===== src/rtl/hazard_ctrl.sv =====
// hazard_ctrl
//   Hazard and stall controller for the 5-stage MIPS pipeline.
//   - Resolves RAW hazards by forwarding into the Decode comparator and the ALU.
//   - Inserts load-use and branch-compare bubbles.
//   - Holds EX/MEM and the stages behind it through variable-latency
//     data-memory accesses (req/ready handshake with a wait timeout).
//   - Counts stall cycles (saturating) for performance analysis.
//
// Ports
//   CLK, reset               clock, synchronous active-low reset
//   RsD/RtD, RsE/RtE         source registers in Decode / Execute
//   WriteReg{E,M,W}          destination registers per stage
//   RegWrite{E,M,W}          register-write enables per stage
//   MemtoReg{E,M}, MemWriteM load in E/M, store in M
//   BranchD                  branch compare in Decode
//   MemReadyM                data memory completes the access this cycle
//   MemReqM                  data-memory request
//   Stall{F,D,E,M}           hold PC, IF/ID, ID/EX, EX/MEM
//   Flush{E,W}               bubble into ID/EX, MEM/WB
//   Forward{A,B}D            Decode comparator operand select
//   Forward{A,B}E            ALU operand select (00 regfile, 01 WB, 10 ALUResultM)
//   MemErr                   sticky memory-timeout flag
//   StallCycles              saturating stall-cycle count
module hazard_ctrl #(
  parameter int MEM_TIMEOUT = 255,
  parameter int CNT_W       = 16
) (
  input  logic             CLK,
  input  logic             reset,
  input  logic [4:0]       RsD,
  input  logic [4:0]       RtD,
  input  logic [4:0]       RsE,
  input  logic [4:0]       RtE,
  input  logic [4:0]       WriteRegE,
  input  logic [4:0]       WriteRegM,
  input  logic [4:0]       WriteRegW,
  input  logic             RegWriteE,
  input  logic             RegWriteM,
  input  logic             RegWriteW,
  input  logic             MemtoRegE,
  input  logic             MemtoRegM,
  input  logic             MemWriteM,
  input  logic             BranchD,
  input  logic             MemReadyM,
  output logic             MemReqM,
  output logic             StallF,
  output logic             StallD,
  output logic             StallE,
  output logic             StallM,
  output logic             FlushE,
  output logic             FlushW,
  output logic             ForwardAD,
  output logic             ForwardBD,
  output logic [1:0]       ForwardAE,
  output logic [1:0]       ForwardBE,
  output logic             MemErr,
  output logic [CNT_W-1:0] StallCycles
);

  localparam logic [0:0] ST_RUN  = 1'b0;
  localparam logic [0:0] ST_WAIT = 1'b1;
  localparam logic [7:0] TIMEOUT = 8'(MEM_TIMEOUT);

  logic [0:0]       state_reg, state_next;
  logic [7:0]       wcnt_reg, wcnt_next;
  logic             mem_err_reg, mem_err_next;
  logic [CNT_W-1:0] cnt_reg;

  logic             memacc, memstall, lwstall, brstall;
  logic [4:0]       src_e [2];
  logic [4:0]       src_d [2];
  logic [1:0]       fwd_e [2];
  logic             fwd_d [2];
  logic             d_hit_e [2];
  logic             d_hit_m [2];

  // Register 0 is hard-wired, so it never creates a dependency.
  function automatic logic reg_hit(input logic [4:0] a, input logic [4:0] b);
    return (a != 5'd0) && (a == b);
  endfunction

  assign src_e[0] = RsE;
  assign src_e[1] = RtE;
  assign src_d[0] = RsD;
  assign src_d[1] = RtD;

  genvar gi;
  generate
    for (gi = 0; gi < 2; gi++) begin : g_operand
      always_comb begin
        fwd_e[gi] = 2'b00;
        if (RegWriteM && reg_hit(WriteRegM, src_e[gi]))
          fwd_e[gi] = 2'b10;
        else if (RegWriteW && reg_hit(WriteRegW, src_e[gi]))
          fwd_e[gi] = 2'b01;
      end
      assign fwd_d[gi]   = RegWriteM && reg_hit(WriteRegM, src_d[gi]);
      assign d_hit_e[gi] = RegWriteE && reg_hit(WriteRegE, src_d[gi]);
      assign d_hit_m[gi] = MemtoRegM && reg_hit(WriteRegM, src_d[gi]);
    end
  endgenerate

  assign memacc  = MemtoRegM || MemWriteM;
  assign lwstall = MemtoRegE && (reg_hit(RtE, RsD) || reg_hit(RtE, RtD));
  assign brstall = BranchD && (d_hit_e[0] || d_hit_e[1] || d_hit_m[0] || d_hit_m[1]);

  // Memory wait sequencing. The timeout cycle drops the stall so the
  // pipeline moves on, abandoning the access and latching the error.
  always_comb begin
    state_next   = state_reg;
    wcnt_next    = wcnt_reg;
    mem_err_next = mem_err_reg;
    memstall     = 1'b0;
    case (state_reg)
      ST_RUN: begin
        if (memacc && !MemReadyM) begin
          memstall   = 1'b1;
          state_next = ST_WAIT;
          wcnt_next  = 8'd1;
        end
      end
      ST_WAIT: begin
        if (MemReadyM) begin
          state_next = ST_RUN;
          wcnt_next  = 8'd0;
        end else if (wcnt_reg < TIMEOUT) begin
          memstall  = 1'b1;
          wcnt_next = wcnt_reg + 8'd1;
        end else begin
          mem_err_next = 1'b1;
          state_next   = ST_RUN;
          wcnt_next    = 8'd0;
        end
      end
      default: begin
        state_next = ST_RUN;
        wcnt_next  = 8'd0;
      end
    endcase
  end

  // Memory stall freezes everything up to EX/MEM; a load-use or branch
  // stall only holds the front end and bubbles ID/EX.
  always_comb begin
    StallF    = 1'b0;
    StallD    = 1'b0;
    StallE    = 1'b0;
    StallM    = 1'b0;
    FlushE    = 1'b0;
    FlushW    = 1'b0;
    MemReqM   = 1'b0;
    ForwardAD = 1'b0;
    ForwardBD = 1'b0;
    ForwardAE = 2'b00;
    ForwardBE = 2'b00;
    if (reset) begin
      MemReqM   = memacc;
      ForwardAD = fwd_d[0];
      ForwardBD = fwd_d[1];
      ForwardAE = fwd_e[0];
      ForwardBE = fwd_e[1];
      if (memstall) begin
        StallF = 1'b1;
        StallD = 1'b1;
        StallE = 1'b1;
        StallM = 1'b1;
        FlushW = 1'b1;
      end else if (lwstall || brstall) begin
        StallF = 1'b1;
        StallD = 1'b1;
        FlushE = 1'b1;
      end
    end
  end

  always_ff @(posedge CLK) begin
    if (!reset) begin
      state_reg   <= ST_RUN;
      wcnt_reg    <= 8'd0;
      mem_err_reg <= 1'b0;
      cnt_reg     <= '0;
    end else begin
      state_reg   <= state_next;
      wcnt_reg    <= wcnt_next;
      mem_err_reg <= mem_err_next;
      if ((StallF || StallE || StallM) && (cnt_reg != '1))
        cnt_reg <= cnt_reg + 1'b1;
    end
  end

  assign MemErr      = mem_err_reg;
  assign StallCycles = cnt_reg;

endmodule


===== config.mk =====
export PLATFORM = sky130hd
export DESIGN_NAME = hazard_ctrl
export DESIGN_NICKNAME = d
export VERILOG_FILES = /design/src/rtl/hazard_ctrl.sv
export SDC_FILE = /design/constraint.sdc
export NUM_CORES = 1
export LEC_CHECK = 0
export CAP_MARGIN = 20
export CORE_UTILIZATION = 68
export DETAILED_ROUTE_END_ITERATION = 8
export DONT_BUFFER_PORTS = 1
export HOLD_SLACK_MARGIN = 0.02
export PLACE_DENSITY = 0.84
export RECOVER_POWER = 50
export SYNTH_ARGS = -nofsm -noshare
export SYNTH_HDL_FRONTEND = slang
export SYNTH_SLANG_ARGS = --single-unit

===== constraint.sdc =====
create_clock -name CLK -period 6.43 [get_ports CLK]
set_input_delay 0.643 -clock CLK [delete_from_list [all_inputs] [get_ports CLK]]
set_output_delay 0.643 -clock CLK [all_outputs]
set_load 0.02 [all_outputs]

==> reports/qor.yml <==
ys_types: 42
crit_arrival_ns: 2.70
cp_cell_sequence: "ha_1, nand3_1, nor3_1, a211oi_1, and2_1, nand2b_1"
outcome: "finished with violations"
cts_tree: "built"
grt_pass1_wl_microns: 7576
gr-total-overflow: 0
grt_pass1_vias: 1844
report.final.slew_viol_count: 0
r2r_start: "StallCycles[0]$_SDFFE_PN0P_"
hold_viol: 0
clock_skew_ns: 0.009065
gp_congestion: 0.8817
antenna_found_initial: 0
critPathMaxStageDelay_ns: 0.63
dp.cells: 275
slew_headroom_pct: 38.90
dieArea_sq_um: 3282
drv_cap: 0
ctsHtreeMaxLevel: 1
irDropWorstVdd_mv: 0.09720
max_slew.worst_pin.slew_ns: 0.9081
numCtsBuffers: 3
drive_gt1_share_pct: 3.629
finalSetupTns_ns: 0
startpoint_type: "register"
syn-num-nets: 311
core-area_sq_um: 2829
drcViolationCount: 2
clockBufferDepth: 2
syn_inst: 264
path_max_fanout: 4
slowest_stage: "and2_1"
worst_setup_path_end_kind: "output port"
ant_nets: 0
period_minus_slack_ns: 3.339
antenna_cells: 0
drt_pass1_iterations: 6
rows: 19
dpl_worst_slack_ns: 3.462
fin_nets: 296
area_growth_pct: -2.769
cp_data_required_time_ns: 5.79
setup_slack_ns: 3.091
clk_pin_slew_ns: 0.14
vias: 1840
die_w_microns: 57.29
finalCritPeriodShare_pct: 51.93
regToRegEndpoint: "StallCycles[3]$_SDFFE_PN0P_"
initial_utilization_pct: 73.46
ys_ff_latch: 26
critPathBufInv: 0
crit_end: "StallF"
finalWirelength_microns: 4620
avgViaCountPerCell: 6.595
cp.depth: 6
rsz0062_at_grt: "false"
yosys_warnings: 0
whs_ns: 0.4121
dp_hpwl_microns: 3562
leakage_uw: 0.0006338
cts-resized-gates: 0
insertion_delay_ns: 0.33
violations: "DRC"
die_height_microns: 57.29
largest_reg_flops: 16
post_cts_buffers: 0
post_drt_wl_per_cell_microns: 16.56
grt_max_degree: 28
port_buffers: 0
p_per_area_nw_per_um2: 155.5
seq_area_frac_synth_pct: 25.05
multi_input_area_sq_um: 1410
r2r_slack_ns: 3.69
io-pin-count: 75
power_uw: 314.2
netlist_area_sq_um: 2078
worstHoldPathType: "input port to register"
reg2reg_depth: 7
cts-root-buf: "clkbuf_4"
grt_use_total_pct: 29.25
drt_iter0_drc: 110
fill_cells: 227
cp_top_family: "simple AND/OR/NAND/NOR gates"
ctsHoldBuffers: 0
crit_type: "register to output port"
syn_area_per_cell_sq_um: 7.872
clock-sinks: 26
crit_start: "wcnt_reg[0]$_SDFFE_PN0P_"
seq_area_sq_um: 520.5
setup_viol: 0
finalNonFillerCells: 279
timing.fmax_ghz: 0.2995
## synthesized netlist by cell type, drive strengths merged
cell | count | area, sq um
xnor2 | 28 | 245.2
dfxtp | 26 | 520.5
xor2 | 22 | 192.7
nand2 | 19 | 71.32
nand3 | 17 | 85.08
a21oi | 15 | 75.07
nor2 | 15 | 56.30
buf | 14 | 108.9
o21ai | 11 | 55.05
or4 | 11 | 82.58
nor3 | 9 | 55.05
o31ai | 9 | 67.56
nor4 | 7 | 50.05
and2 | 6 | 37.54
and3 | 6 | 37.54
clkbuf | 6 | 23.77
inv | 4 | 15.01
nand2b | 4 | 25.02
o211ai | 4 | 30.03
or3 | 4 | 25.02
o311ai | 3 | 26.28
ha | 2 | 25.02
nand4 | 2 | 12.51
nor2b | 2 | 12.51
nor3b | 2 | 15.01
o2111ai | 2 | 17.52
o21a | 2 | 15.01
o31a | 2 | 17.52
or2 | 2 | 12.51
a211oi | 1 | 7.510
a22oi | 1 | 7.510
a31oi | 1 | 6.260
and4 | 1 | 8.760
and4b | 1 | 10.01
mux2i | 1 | 10.01
o221ai | 1 | 8.760
o22ai | 1 | 6.260
## cells by family after synthesis
logic type                 synth area share [%]
muxes                                    0.4817
xor gates and xnor gates                  21.07
and+or+nand+nor                           28.72
AOI/OAI and AO/OA                         16.38
buffers and inverters                     7.104
adders and majority gates                 1.204
DFF                                       25.05
## stage by stage
step | utilization (%) | cell area (sq um)
2_1_floorplan | - | 2078
3_3_place_gp | 70.15 | 1984
3_5_place_dp | 70.15 | 1984
4_1_cts | 71.43 | 2021
5_1_grt | 71.43 | 2021
6_report | 71.43 | 2021
## final cells by class
| type | count | share of cell area (%) |
|---|---|---|
| Sequential cell | 26 | 25.76 |
| Inverter | 4 | 0.7430 |
| Tap cell | 31 | 1.920 |
| Clock buffer | 4 | 1.796 |
| Multi-Input combinational cell | 214 | 69.78 |
## per-layer routing
layer,routed length (microns),GRT usage (%),up-vias
met5,0,0,-
met4,59,13.59,0
met3,421,8.163,6
met2,2241,50.76,79
met1,1896,33.24,839
li1,-,-,916
## how the worst min path moves through the flow
| stage | to | startpoint | depth (start not counted) | slack, ns |
|---|---|---|---|---|
| detailed placement | wcnt_reg[7]$_SDFFE_PN0P_ | wcnt_reg[7]$_SDFFE_PN0P_ | 2 | 0.49 |
| global placement | wcnt_reg[7]$_SDFFE_PN0P_ | wcnt_reg[7]$_SDFFE_PN0P_ | 2 | 0.48 |
| finish | StallCycles[10]$_SDFFE_PN0P_ | reset | 1 | 0.41 |
| global route | StallCycles[10]$_SDFFE_PN0P_ | reset | 1 | 0.40 |
| floorplan | wcnt_reg[7]$_SDFFE_PN0P_ | wcnt_reg[7]$_SDFFE_PN0P_ | 2 | 0.46 |
| CTS | StallCycles[10]$_SDFFE_PN0P_ | reset | 1 | 0.41 |
## report_power, final
part	total (uW)	switching, uW	internal [uW]	leakage, uW
Clock	84.5	49.8	34.7	0.0000210
Sequential	170	5.78	164	0.000210
Combinational	59.8	32.0	27.8	0.000403
Total	314	87.6	227	0.000634
## layout by cell type, fill, tap and decap left out, types with 7 or more instances in the layout
master / instances
dfxtp_1: 26
nor2_1: 15
o31ai_1: 9
or4_1: 11
nor3_1: 7
nand2_1: 19
xor2_1: 22
a21oi_1: 15
nand3_1: 17
xnor2_1: 28
o21ai_0: 11
Power figures use the tool's default switching activity.
